## config.mk

```make
export PLATFORM = sky130hd
export DESIGN_NAME = module_bcd_conv_arbiter
export DESIGN_NICKNAME = d
export VERILOG_FILES = /design/src/rtl/module_bcd_conv_arbiter.sv
export SDC_FILE = /design/constraint.sdc
export NUM_CORES = 1
export LEC_CHECK = 0
export BUFFER_PORTS_ARGS = -buffer_cell sky130_fd_sc_hd__buf_2
export CAP_MARGIN = 20
export CORE_MARGIN = 2
export CORE_UTILIZATION = 46
export DETAILED_ROUTE_END_ITERATION = 8
export PLACE_DENSITY = 0.85
export SYNTH_ARGS = -nofsm -noshare
export SYNTH_HDL_FRONTEND = slang
export SYNTH_SLANG_ARGS = --single-unit
```

## constraint.sdc

```tcl
create_clock -name clk -period 1.75 [get_ports clk]
set_input_delay 0.35 -clock clk [delete_from_list [all_inputs] [get_ports clk]]
set_output_delay 0.35 -clock clk [all_outputs]
set_load 0.05 [all_outputs]
```

## src/rtl/module_bcd_conv_arbiter.sv

```systemverilog
// module_bcd_conv_arbiter
//   Shares one external binary-to-BCD converter between N_REQ requesters.
//   A round-robin arbiter grants one requester at a time. The winner's operand
//   is latched onto conv_bin and held for CONV_LAT cycles. The converter result
//   is then captured and returned on a single valid/ready response channel,
//   tagged with the requester index.
//
// Parameters
//   N_REQ     number of requesters (2..4)
//   CONV_LAT  cycles from conv_bin stable to conv_bcd valid (1..4)
//   MAX_BIN   largest operand the converter maps (range check only)
//
// Optional feature
//   BCD_RANGE_CHK_EN  when defined, an operand above MAX_BIN bypasses the
//                     converter. It answers at once with rsp_bcd=8'h00 and
//                     rsp_err=1. When undefined, rsp_err is tied to 0.
//
// Ports
//   clk, rst_n   clock, asynchronous active-low reset
//   req_valid    per-requester request
//   req_bin      packed operands, requester i on [8i+7:8i]
//   req_ready    one-hot grant, asserted only while idle
//   rsp_valid    response available
//   rsp_ready    response accepted by the consumer
//   rsp_bcd      packed BCD result {tens,units}
//   rsp_id       index of the requester served
//   rsp_err      operand out of range
//   conv_bin     operand driven to the converter
//   conv_bcd     converter result
//   busy         high whenever the FSM is not idle
module module_bcd_conv_arbiter #(
  parameter int N_REQ    = 2,
  parameter int CONV_LAT = 1,
  parameter int MAX_BIN  = 81
) (
  input  logic               clk,
  input  logic               rst_n,
  input  logic [N_REQ-1:0]   req_valid,
  input  logic [N_REQ*8-1:0] req_bin,
  output logic [N_REQ-1:0]   req_ready,
  output logic               rsp_valid,
  input  logic               rsp_ready,
  output logic [7:0]         rsp_bcd,
  output logic [1:0]         rsp_id,
  output logic               rsp_err,
  output logic [7:0]         conv_bin,
  input  logic [7:0]         conv_bcd,
  output logic               busy
);

  typedef enum logic [1:0] {
    IDLE = 2'd0,
    WAIT = 2'd1,
    RESP = 2'd2
  } state_t;

  // Reject unsupported configurations at elaboration time.
  if (N_REQ < 2 || N_REQ > 4 || CONV_LAT < 1 || CONV_LAT > 4 ||
      MAX_BIN < 0 || MAX_BIN > 255) begin : g_param_check
    $error("module_bcd_conv_arbiter: parameter out of range");
  end

`ifdef BCD_RANGE_CHK_EN
  localparam logic [7:0] MAX_BIN_C = MAX_BIN[7:0];
`endif

  state_t           state_r;
  logic [1:0]       rr_ptr_r;
  logic [1:0]       cnt_r;
  logic [7:0]       conv_bin_r;
  logic [7:0]       rsp_bcd_r;
  logic [1:0]       rsp_id_r;
  logic             rsp_valid_r;
  logic             busy_r;
`ifdef BCD_RANGE_CHK_EN
  logic             rsp_err_r;
`endif

  logic             found_s;
  logic [1:0]       grant_id_s;
  logic [N_REQ-1:0] grant_s;
  logic [7:0]       sel_bin_s;
  logic [2:0]       cand_s;
  logic             hit_s;

  // Round-robin search from rr_ptr+1 upward with wrap; first valid requester wins.
  always_comb begin
    found_s    = 1'b0;
    grant_id_s = 2'd0;
    grant_s    = '0;
    sel_bin_s  = 8'd0;
    cand_s     = 3'd0;
    hit_s      = 1'b0;
    for (int k = 1; k <= N_REQ; k++) begin
      cand_s = 3'((int'(rr_ptr_r) + k) % N_REQ);
      for (int j = 0; j < N_REQ; j++) begin
        hit_s      = !found_s && (cand_s == 3'(j)) && req_valid[j];
        found_s    = found_s | hit_s;
        grant_id_s = hit_s ? 2'(j) : grant_id_s;
        grant_s[j] = grant_s[j] | hit_s;
        sel_bin_s  = hit_s ? req_bin[8*j +: 8] : sel_bin_s;
      end
    end
  end

  // The grant is combinational. It is forced low while reset is asserted
  // so that every output reads 0 during reset, even with requests pending.
  assign req_ready = (rst_n && (state_r == IDLE)) ? grant_s : '0;

  // Control FSM together with every registered output.
  always_ff @(posedge clk or negedge rst_n) begin
    if (!rst_n) begin
      state_r     <= IDLE;
      rr_ptr_r    <= 2'(N_REQ - 1);
      cnt_r       <= 2'd0;
      conv_bin_r  <= 8'd0;
      rsp_bcd_r   <= 8'd0;
      rsp_id_r    <= 2'd0;
      rsp_valid_r <= 1'b0;
      busy_r      <= 1'b0;
`ifdef BCD_RANGE_CHK_EN
      rsp_err_r   <= 1'b0;
`endif
    end else begin
      case (state_r)
        IDLE: begin
          if (found_s) begin
            rr_ptr_r <= grant_id_s;
            rsp_id_r <= grant_id_s;
            busy_r   <= 1'b1;
            cnt_r    <= 2'd0;
`ifdef BCD_RANGE_CHK_EN
            // Out-of-range operands never reach the converter, and conv_bin keeps its old value.
            if (sel_bin_s > MAX_BIN_C) begin
              state_r     <= RESP;
              rsp_valid_r <= 1'b1;
              rsp_bcd_r   <= 8'h00;
              rsp_err_r   <= 1'b1;
            end else begin
              state_r     <= WAIT;
              conv_bin_r  <= sel_bin_s;
              rsp_err_r   <= 1'b0;
            end
`else
            state_r    <= WAIT;
            conv_bin_r <= sel_bin_s;
`endif
          end else begin
            busy_r <= 1'b0;
          end
        end
        WAIT: begin
          // conv_bin stays put; sample the converter on the last latency cycle.
          if (cnt_r == 2'(CONV_LAT - 1)) begin
            rsp_bcd_r   <= conv_bcd;
            rsp_valid_r <= 1'b1;
            state_r     <= RESP;
          end else begin
            cnt_r <= cnt_r + 2'd1;
          end
        end
        RESP: begin
          if (rsp_ready) begin
            rsp_valid_r <= 1'b0;
            busy_r      <= 1'b0;
            state_r     <= IDLE;
          end else begin
            rsp_valid_r <= 1'b1;
          end
        end
        default: begin
          state_r     <= IDLE;
          rsp_valid_r <= 1'b0;
          busy_r      <= 1'b0;
        end
      endcase
    end
  end

  assign conv_bin  = conv_bin_r;
  assign rsp_bcd   = rsp_bcd_r;
  assign rsp_id    = rsp_id_r;
  assign rsp_valid = rsp_valid_r;
  assign busy      = busy_r;
`ifdef BCD_RANGE_CHK_EN
  assign rsp_err   = rsp_err_r;
`else
  assign rsp_err   = 1'b0;
`endif

endmodule

```

==> impl_metrics.csv, run 1 <==
group,metric,value,unit
outcome,status,"finished, final reports clean",
final_layout,final_layout_size_suffix_gt1_share,48.1,%
critical_path,worstSetupStartpointType,"flip-flop",
job,maximum_capacitance_violations,0,
floorplanning,floorplan.rows,18,
grt,antenna_found_initial,0,
final_layout,num_antenna_cells,0,
critical_path,end_kind,"primary output",
floorplanning,die-area,0.00301,mm^2
floorplanning,die_width,54.9,um
power,leakage,0.746,nW
cts,clkTransAtPathRegs,0.12,ns
grt,grt_overflow_total,0,
cts,clock_sink_count,24,
final_layout,num-nets-final,194,
timing,finalSetupTns,0,ns
detailed_routing,remaining_antenna_violation_count_after_routing,0,
timing,fin_skew,0.00267,ns
cts,tritoncts,"yes",
synthesis,ys_top_cells_by_area,"dfrtp_1 (48%), mux2_2 (8.5%), a32oi_1 (5.9%)",
grt,first_pass_grt_wire_length,3990,um
timing,post-route-period-util,99.2,%
timing,final-setup-viol-count,0,
grt,via_count_of_the_first_global_routing_pass,937,
timing,achievable-frequency,576,MHz
critical_path,path_max_fanout,7,
floorplanning,floorplan.io_pins,52,
final_layout,fill_cells,217,
grt,grtUsageTotal,18.9,%
detailed_routing,drtIter0Drc,7,
critical_path,worst_ep_required_time,1.40,ns
synthesis,synthesis.yosys.warnings,0,
synthesis,synth_enable_flop_cells,0,
synthesis,synth_area_per_cell,11.2,um^2
synthesis,post-synth-top-count-cell,"dfrtp_1",
place,dpl.hpwl,2040,um
critical_path,crit_type,"reg2out",
final_layout,area_growth_syn_to_layout,29.6,%
synthesis,ys_async_rst_share,100,%
synthesis,synthCells,106,
critical_path,critPathArrivalTime,1.39,ns
synthesis,sequential_element_share_of_the_synthesized_area,50.5,%
timing,hold_ws,0.0398,ns
synthesis,synth_common_cells,"dfrtp_1 (23), mux2_2 (9), a32oi_1 (8), nor2_1 (7), nand2_1 (6)",
synthesis,distinct_cells_synth,34,
cts,clock_tree.htree_level_count,1,
cts,worstSkewPairLatency,0.32,ns
cts,cts_made_buffers,3,
synthesis,postSynthRegisterBits,24,
floorplanning,placeableCoreArea,0.00245,mm^2
cts,cts_buffer_depth,2,
detailed_routing,avgRoutedWirePerCell,14.6,um
cts,cts-root-buf,"clkbuf_4",
detailed_routing,drc,0,
grt,largest_net_degree_at_the_start_of_global_routing,22,
hold_path,min-delay-path-class,"in2async",
timing,hold_viol,0,
floorplanning,floorplan.die.height,54.9,um
place,gp_congestion,0.739,
timing,timing_max_transition_violations_final,0,
floorplanning,initial_util,48.5,%
detailed_routing,avgViaCountPerCell,5.47,
place,placement.io_buffers,49,
detailed_routing,drt_first_pass_iters,5,
synthesis,yosysTopAreaCell,"dfrtp_1",
synthesis,synth_top_flop_cell,"dfrtp_1",
power,worst_ir_drop_vdd,1270,uV
synthesis,synth_top_area_share,48.3,%
detailed_routing,detail_route.wirelength,2780,um
timing,unrepaired_setup_endpoints_after_global_routing,"true",
power,power-per-cell-area,2130,mW/mm^2
synthesis,synth_area,0.00119,mm^2
detailed_routing,detailroute.via_count,1040,
timing,min_period,1.74,ns
==> cell families after synthesis <==
group           share of synthesized area (%)
compound gates                           16.6
fa+ha+maj                                4.20
buf+inv                                  6.83
flops                                    50.5
mux                                      8.51
other cells                             0.315
simple gates                             13.0
==> timing repair <==
| item | 4_1_cts | 5_1_grt |
|---|---|---|
| hold buffers | 2 | 0 |
| pin swaps | 1 | 2 |
| resized for setup | 7 | 1 |
| endpoints found under the setup margin | 2 | 2 |
| hold endpoints to repair | 2 | 0 |
| buffers inserted | 0 | 2 |
==> flip-flops by register name, summed over array words and instances, names as in the netlist <==
| name | cells |
|---|---|
| rsp_valid | 1 |
| rr_ptr_r | 1 |
| cnt_r | 2 |
| rsp_id | 1 |
| rsp_bcd | 8 |
| busy | 1 |
| conv_bin | 8 |
| state_r | 2 |
==> final cells by class <==
cell class                 count  area [um^2]  area share (%)
sequential                    24          602            39.0
multi-input combinational     70          537            34.8
timing repair buffer          58          327            21.2
tap                           30         37.5            2.43
clock buffer                   4         26.3            1.70
inverter                       4         15.0           0.972
==> critical path, stage by stage (launching register included) <==
cell	delay, ns
dfrtp_1	0.43
inv_2	0.09
ha_4	0.17
and4_1	0.21
buf_6	0.16
==> cell usage in the layout (no fill, tap or decap), types with 2 or more instances in the layout <==
| cell | synthesis | routed |
|---|---|---|
| inv_1 | 4 | 2 |
| buf_2 | 2 | 47 |
| a22o_1 | 2 | 2 |
| ha_1 | 4 | 3 |
| a32oi_1 | 8 | 8 |
| nor2_1 | 7 | 7 |
| o21ai_0 | 4 | 4 |
| mux2_2 | 9 | 9 |
| nand4_1 | 4 | 4 |
| o21a_1 | 2 | 2 |
| a21oi_1 | 5 | 5 |
| dlygate4sd3_1 | 0 | 2 |
| dfrtp_1 | 23 | 23 |
| buf_4 | 4 | 8 |
| inv_2 | 0 | 2 |
| clkbuf_4 | 0 | 3 |
| nand2_1 | 6 | 6 |
| conb_1 | 1 | 2 |
==> layer usage <==
| metal | global-route usage [%] | part of all wire, % | vias to the layer above |
|---|---|---|---|
| li1 | - | - | 493 |
| met1 | 20.6 | 41 | 495 |
| met2 | 35.7 | 51 | 47 |
| met3 | 3.01 | 6.1 | 5 |
| met4 | 7.50 | 1.9 | 0 |
| met5 | 0 | 0 | - |
==> power breakdown <==
group	switching, mW	internal [mW]
combinational	1.39	0.690
sequential	0.140	0.826
clock	0.163	0.0895
==> through the flow <==
step / std cells / worst slack, ns / utilization [%] / cell area, um^2 / power [mW]
CTS: 188 / 0.00940 / 62.0 / 1520 / 3.26
finish: 190 / 0.0143 / 62.9 / 1540 / 3.30
floorplan: 107 / 0.0484 / - / 1200 / 2.51
detailed placement: 182 / 0.0884 / 59.2 / 1450 / 2.95
global route: 190 / -0.0199 / 62.9 / 1540 / 3.49
global placement: 182 / 0.185 / 59.2 / 1450 / 2.87
==> final timing paths <==
check	start	end	slack (ns)	depth (start not counted)
min in group clk	conv_bcd[0]	rsp_bcd[0]	0.25	2
worst min register to register	conv_bin[1]	conv_bin[1]	0.50	2
worst max register to register	state_r[0]	cnt_r[1]	0.17	7
worst min-delay path	rst_n	rsp_id[0]	0.04	2
max in group asynchronous	rst_n	rr_ptr_r[0]	1.16	2
worst max-delay path	state_r[0]	req_ready[0]	0.01	4
Note: power is estimated with default switching activity, not from simulation.
==> inputs of run 2 (changes only) <==
Settings changed: BUFFER_PORTS_ARGS -buffer_cell sky130_fd_sc_hd__buf_2 to -buffer_cell sky130_fd_sc_hd__clkbuf_2, REMOVE_ABC_BUFFERS set to 1.
Clock period 1.75 ns to 1.74 ns, I/O delays scaled along.
==> run 2 against run 1 <==
Effect of this change: clock power up 13%; via count up 3.1%; global-route usage up 0.10 points; core utilization up 2.0 points; sequential share of layout area down 1.2 points; die area unchanged; first-iteration DRC count rose to 3.0 times the previous value; worst hold slack worse by 0.029 ns; clock-buffer cell count unchanged; critical path type unchanged; largest cell class unchanged; largest power group unchanged; highest routed layer unchanged.
==> impl_metrics.csv, run 2 (synthesis gave the netlist of run 1 again) <==
group,metric,value,unit
critical_path,cpLargestDelayFamily,"flip-flops",
detailed_routing,detail_route.wirelength,2820,um
critical_path,worstPathBufferInverterCount,2,
timing,hold_viol,0,
final_layout,final_layout_size_suffix_gt1_share,51.5,%
cts,clock_tree.htree_level_count,1,
job,maximum_capacitance_violations,0,
floorplanning,placeableCoreArea,0.00245,mm^2
detailed_routing,drc,0,
floorplanning,die_width,54.9,um
final_layout,finalNonFillerCells,195,
timing,timing_max_transition_violations_final,0,
timing,unrepaired_setup_endpoints_after_global_routing,"true",
grt,via_count_of_the_first_global_routing_pass,933,
cts,cts_made_buffers,3,
timing,achievable-frequency,581,MHz
power,seq_power_share,28.6,%
detailed_routing,avgRoutedWirePerCell,14.5,um
floorplanning,floorplan.die.height,54.9,um
critical_path,end_kind,"primary output",
detailed_routing,avgViaCountPerCell,5.50,
grt,grtUsageTotal,19.0,%
grt,grt_overflow_total,0,
power,pwr-share-comb,63.0,%
critical_path,worstSetupStartpointType,"flip-flop",
critical_path,critPathMaxStageDelay,0.43,ns
power,power.net_switching,1.74,mW
critical_path,path_max_fanout,5,
critical_path,crit_type,"reg2out",
power,leakage,0.788,nW
final_layout,num_antenna_cells,0,
detailed_routing,remaining_antenna_violation_count_after_routing,0,
grt,largest_net_degree_at_the_start_of_global_routing,17,
timing,final-setup-viol-count,0,
power,swShare,50.6,%
cts,tritoncts,"yes",
timing,fin_skew,0.00277,ns
power,intPower,1.70,mW
cts,cts-root-buf,"clkbuf_4",
power,worst_ir_drop_vdd,1430,uV
cts,worstSkewPairLatency,0.30,ns
outcome,status,"finished, final reports clean",
final_layout,area_growth_syn_to_layout,33.7,%
detailed_routing,drtIter0Drc,21,
grt,first_pass_grt_wire_length,4060,um
critical_path,worst_ep_required_time,1.39,ns
final_layout,layout_common_cells,"clkbuf_2 (47), dfrtp_1 (23), buf_4 (14), mux2_2 (9), a32oi_1 (8)",
hold_path,min-delay-path-class,"in2async",
timing,post-route-period-util,99.0,%
power,power-per-cell-area,2160,mW/mm^2
final_layout,most_common_cell_after_layout_fill_and_taps_aside,"clkbuf_2",
critical_path,crit_path_top_delay_cell,"dfrtp_1",
final_layout,fill_cells,201,
place,placement.io_buffers,49,
cts,clkTransAtPathRegs,0.13,ns
power,report.power.total,3.43,mW
cts,clock_sink_count,24,
critical_path,crit_path_cell_trace,"inv_2 > ha_4 > and4_4 > buf_8",
detailed_routing,drt_first_pass_iters,4,
power,power_frac_clock,8.4,%
place,dpl.hpwl,2120,um
place,post-place-cells,184,
timing,min_period,1.72,ns
critical_path,critPathArrivalTime,1.37,ns
grt,antenna_found_initial,0,
floorplanning,die-area,0.00301,mm^2
detailed_routing,detailroute.via_count,1072,
final_layout,num-nets-final,199,
place,gp_congestion,0.864,
floorplanning,floorplan.rows,18,
timing,finalSetupTns,0,ns
cts,cts_buffer_depth,2,
floorplanning,initial_util,48.5,%
floorplanning,floorplan.io_pins,52,
run 2: cell count changes in the layout (fill, tap and decap cells not counted), sizes merged:
cell and delta:
buf -41, clkbuf +47, dlygate4sd3 -1
run 2: power groups by stage:
stage	Sequential, mW	Clock (mW)	Combinational [mW]
2_1_floorplan	1.73	0	0.717
3_3_place_gp	0.968	0	1.92
3_5_place_dp	0.991	0	1.98
4_1_cts	0.981	0.293	2.06
5_1_grt	1.02	0.322	2.30
6_report	0.983	0.287	2.16
run 2: worst paths after layout:
check	depth (start not counted)	slack (ns)	start	to
min in group clk	2	0.27	conv_bcd[5]	rsp_bcd[5]
worst max-delay path	4	0.02	state_r[1]	req_ready[0]
max in group asynchronous	3	0.99	rst_n	rr_ptr_r[0]
worst min-delay path	2	0.01	rst_n	cnt_r[0]
worst max register to register	6	0.13	state_r[0]	busy
worst min register to register	1	0.52	rsp_id[0]	rsp_id[0]
run 2: through the flow:
step,hold slack [ns],util (%),area (um^2),worst slack [ns]
after detailed placement,0.313,59.6,1460,0.161
after floorplan,0.0524,-,1130,-0.0350
after global routing,0.0116,64.9,1590,-0.0388
after CTS,0.00934,63.1,1550,0.000371
final,0.0113,64.9,1590,0.0175
after global placement,0.305,59.6,1460,0.221
run 2: layout make-up:
type	count	area [um^2]	area share, %
Sequential cell	24	602	37.8
Multi-Input combinational cell	70	537	33.7
Timing Repair Buffer	63	365	22.9
Tap cell	30	37.5	2.36
Clock buffer	4	36.3	2.28
Inverter	4	15.0	0.943
run 2: worst reg2reg max path, delay by kind of cell (launching register included):
| kind | cells | cell delay [ns] |
|---|---|---|
| DFF | 1 | 0.40 |
| and+or+nand+nor | 2 | 0.35 |
| muxes | 1 | 0.35 |
| adders and majority gates | 1 | 0.21 |
| buffers and inverters | 2 | 0.20 |
run 2: metal layers:
| metal | up-vias | GRT usage, % | wire length, um |
|---|---|---|---|
| li1 | 506 | - | - |
| met1 | 512 | 22.5 | 1150 |
| met2 | 50 | 34.1 | 1440 |
| met3 | 4 | 3.28 | 202 |
| met4 | 0 | 6.67 | 29 |
| met5 | - | 0 | 0 |
run 2: repair_timing:
| action | in CTS | in global routing |
|---|---|---|
| gates resized for setup | 8 | 4 |
| hold endpoints to repair | 7 | 0 |
| hold buffers | 1 | 0 |
| buffers inserted | 1 | 5 |
| pin swaps | 1 | 1 |
| endpoints found under the setup margin | 2 | 7 |
==> inputs of run 3 (changes only) <==
Settings changed: ABC_AREA set to 1.
==> run 3 against run 2 <==
Effect of this change: the flow now finishes with violations (negative setup slack); worst hold slack better by 0.22 ns; routed wire length up 3.0%; area after synthesis up 1.6%; global-route usage up 0.92 points; via count up 7.6%; non-clock buffer count up 1; cell area up 5.8%; highest routed layer unchanged.
==> impl_metrics.csv, run 3 <==
group,metric,value,unit
outcome,status,"finished, violations left",
outcome,violations,"negative setup slack",
synthesis,distinct_cells_synth,19,
synthesis,synthCells,140,
power,worst_ir_drop_vdd,1530,uV
detailed_routing,drtIter0Drc,13,
final_layout,num_antenna_cells,0,
hold_path,min-delay-path-class,"in2reg",
timing,post-route-period-util,102,%
hold_path,hold-path-endpoint,"conv_bin[1]",
final_layout,layout_common_cells,"clkbuf_2 (47), nand2_1 (44), dfrtp_1 (23), nand3_1 (18), buf_4 (14)",
floorplanning,floorplan.die.height,55.3,um
power,pwr-share-comb,60.8,%
cts,clock_sink_count,24,
floorplanning,initial_util,48.8,%
final_layout,most_common_cell_after_layout_fill_and_taps_aside,"clkbuf_2",
cts,worstSkewPairLatency,0.32,ns
grt,grt_overflow_total,0,
hold_path,worstHoldStart,"req_bin[9]",
final_layout,final_layout_size_suffix_gt1_share,44.8,%
power,intPower,1.72,mW
floorplanning,floorplan.rows,18,
final_layout,register_area,602,um^2
critical_path,crit_type,"reg2out",
critical_path,critPathArrivalTime,1.42,ns
floorplanning,floorplan.io_pins,52,
synthesis,sequential_element_share_of_the_synthesized_area,49.7,%
grt,antenna_found_initial,0,
critical_path,path_max_fanout,3,
synthesis,synth_area,0.00121,mm^2
synthesis,synth_top_area_share,47.6,%
detailed_routing,detailroute.via_count,1153,
timing,min_period,1.77,ns
hold_path,worst_hold_path.num_cells,3,
synthesis,synth_common_cells,"nand2_1 (45), dfrtp_1 (23), nand3_1 (19), inv_1 (15), mux2_2 (8)",
cts,cts_made_buffers,3,
cts,clock_tree.htree_level_count,1,
synthesis,synth_area_per_cell,8.64,um^2
critical_path,critical_register_to_register_path_startpoint,"state_r[1]",
synthesis,ys_top_cells_by_area,"dfrtp_1 (48%), nand2_1 (14%), nand3_1 (7.9%)",
place,placement.io_buffers,49,
detailed_routing,drc,0,
critical_path,worstSetupStartpointType,"flip-flop",
timing,final.setup.worst_slack,-0.0303,ns
grt,grtUsageTotal,19.9,%
synthesis,post-synth-top-count-cell,"nand2_1",
place,dpl.hpwl,2050,um
cts,cts-root-buf,"clkbuf_4",
timing,hold_viol,0,
critical_path,regToRegSetupSlack,0.11,ns
power,leakage,0.956,nW
grt,via_count_of_the_first_global_routing_pass,1155,
place,post-place-cells,219,
power,power_frac_clock,11.7,%
power,power-per-cell-area,2080,mW/mm^2
power,power.net_switching,1.78,mW
power,swShare,50.8,%
job,maximum_capacitance_violations,0,
timing,hold_ws,0.234,ns
critical_path,rr_endpoint,"rsp_bcd[2]",
critical_path,end_kind,"primary output",
synthesis,synth_top_flop_cell,"dfrtp_1",
cts,clkTransAtPathRegs,0.13,ns
grt,largest_net_degree_at_the_start_of_global_routing,25,
timing,final-setup-viol-count,2,
timing,achievable-frequency,565,MHz
synthesis,ys_async_rst_share,100,%
detailed_routing,avgRoutedWirePerCell,12.5,um
detailed_routing,detail_route.wirelength,2910,um
synthesis,yosysTopAreaCell,"dfrtp_1",
detailed_routing,avgViaCountPerCell,4.95,
floorplanning,placeableCoreArea,0.00248,mm^2
synthesis,synthesis.yosys.warnings,0,
floorplanning,die_width,55.3,um
cts,tritoncts,"yes",
place,gp_congestion,0.812,
critical_path,reg2reg_depth,6,
final_layout,fill_cells,202,
synthesis,synth_enable_flop_cells,0,
final_layout,area_growth_syn_to_layout,39.3,%
final_layout,finalNonFillerCells,233,
floorplanning,die-area,0.00306,mm^2
cts,cts_buffer_depth,2,
timing,unrepaired_setup_endpoints_after_global_routing,"true",
timing,fin_skew,0.00375,ns
detailed_routing,remaining_antenna_violation_count_after_routing,0,
power,seq_power_share,27.6,%
final_layout,combined_area_of_the_multi_input_logic_cells,551,um^2
critical_path,worst_ep_required_time,1.39,ns
detailed_routing,drt_first_pass_iters,4,
final_layout,num-nets-final,237,
synthesis,postSynthRegisterBits,24,
grt,first_pass_grt_wire_length,4880,um
timing,timing_max_transition_violations_final,0,
run 3: changes by cell type after synthesis, moves of 2 or more:
cell and change:
nand2_2 +5, nand3_1 +19, nand2_1 +39, o21ai_0 -2
a21oi_1 -4, nor2_1 -4, buf_2 -2, a22o_1 -2
o21a_1 -2, nand2b_1 -2, a32oi_1 -8, inv_1 +11
run 3: worst max path at each step:
stage / start / to / slack, ns / cells past startpoint
floorplan: state_r[0] / req_ready[1] / -0.35 / 6
global placement: state_r[0] / req_ready[1] / 0.15 / 7
detailed placement: state_r[0] / req_ready[1] / 0.10 / 7
CTS: state_r[1] / req_ready[1] / -0.05 / 7
global route: rr_ptr_r[0] / req_ready[0] / -0.10 / 5
finish: rr_ptr_r[0] / req_ready[0] / -0.03 / 5
run 3: power groups by stage:
stage / clock, mW / sequential, mW / combinational [mW]
6_report: 0.408 / 0.965 / 2.13
5_1_grt: 0.442 / 1.00 / 2.27
4_1_cts: 0.418 / 0.958 / 2.05
3_5_place_dp: 0 / 0.969 / 1.89
3_3_place_gp: 0 / 0.960 / 1.86
2_1_floorplan: 0 / 1.69 / 0.695
run 3: cell type report:
class / count / share of cell area (%)
Clock inverter: 1 / 1.78
Sequential cell: 24 / 35.7
Tap cell: 30 / 2.23
Multi-Input combinational cell: 95 / 32.7
Clock buffer: 3 / 1.34
Inverter: 16 / 3.71
Timing Repair Buffer: 64 / 22.6
run 3: cell families (layout without fill, tap and decap cells):
| logic type | count (synthesis) | count (layout) | share of synthesized area, % |
|---|---|---|---|
| adder cells (fa/ha/maj) | 4 | 4 | 4.14 |
| buffers and inverters | 22 | 84 | 8.79 |
| AND/OR/NAND/NOR | 77 | 77 | 27.9 |
| flip-flops | 24 | 24 | 49.7 |
| AO/OA/AOI/OAI | 4 | 4 | 1.65 |
| other | 1 | 2 | 0.310 |
| multiplexers | 8 | 8 | 7.45 |
run 3: layer usage:
layer	global-route usage (%)	routed length, um	vias to the layer above	part of all wire [%]
li1	-	-	567	-
met1	23.7	1120	526	39
met2	36.6	1530	56	52
met3	3.04	210	4	7.2
met4	6.27	46	0	1.6
met5	0	0	-	0
run 3: per-stage QoR:
stage / util, % / cell area [um^2] / total power [mW] / setup TNS [ns] / setup slack, ns
CTS: 65.7 / 1630 / 3.43 / -0.0542 / -0.0490
floorplan: - / 1170 / 2.39 / -0.472 / -0.351
global placement: 60.1 / 1490 / 2.82 / 0 / 0.153
detailed placement: 60.1 / 1490 / 2.86 / 0 / 0.101
finish: 68.0 / 1690 / 3.50 / -0.0578 / -0.0303
global route: 68.0 / 1690 / 3.72 / -0.199 / -0.100
run 3: what timing repair did:
item / 4_1_cts / 5_1_grt
pin swaps: 3 / 4
gates resized for setup: 12 / 8
setup endpoints to repair: 2 / 2
hold buffers: 1 / 0
hold endpoints to repair: 23 / 0
buffers inserted: 5 / 4
run 3: worst max-delay path: stages (launching register included):
cell     delay [ns]
dfstp_2        0.60
inv_1          0.06
nand2_2        0.07
nand3_2        0.07
nor2_2         0.15
buf_8          0.16
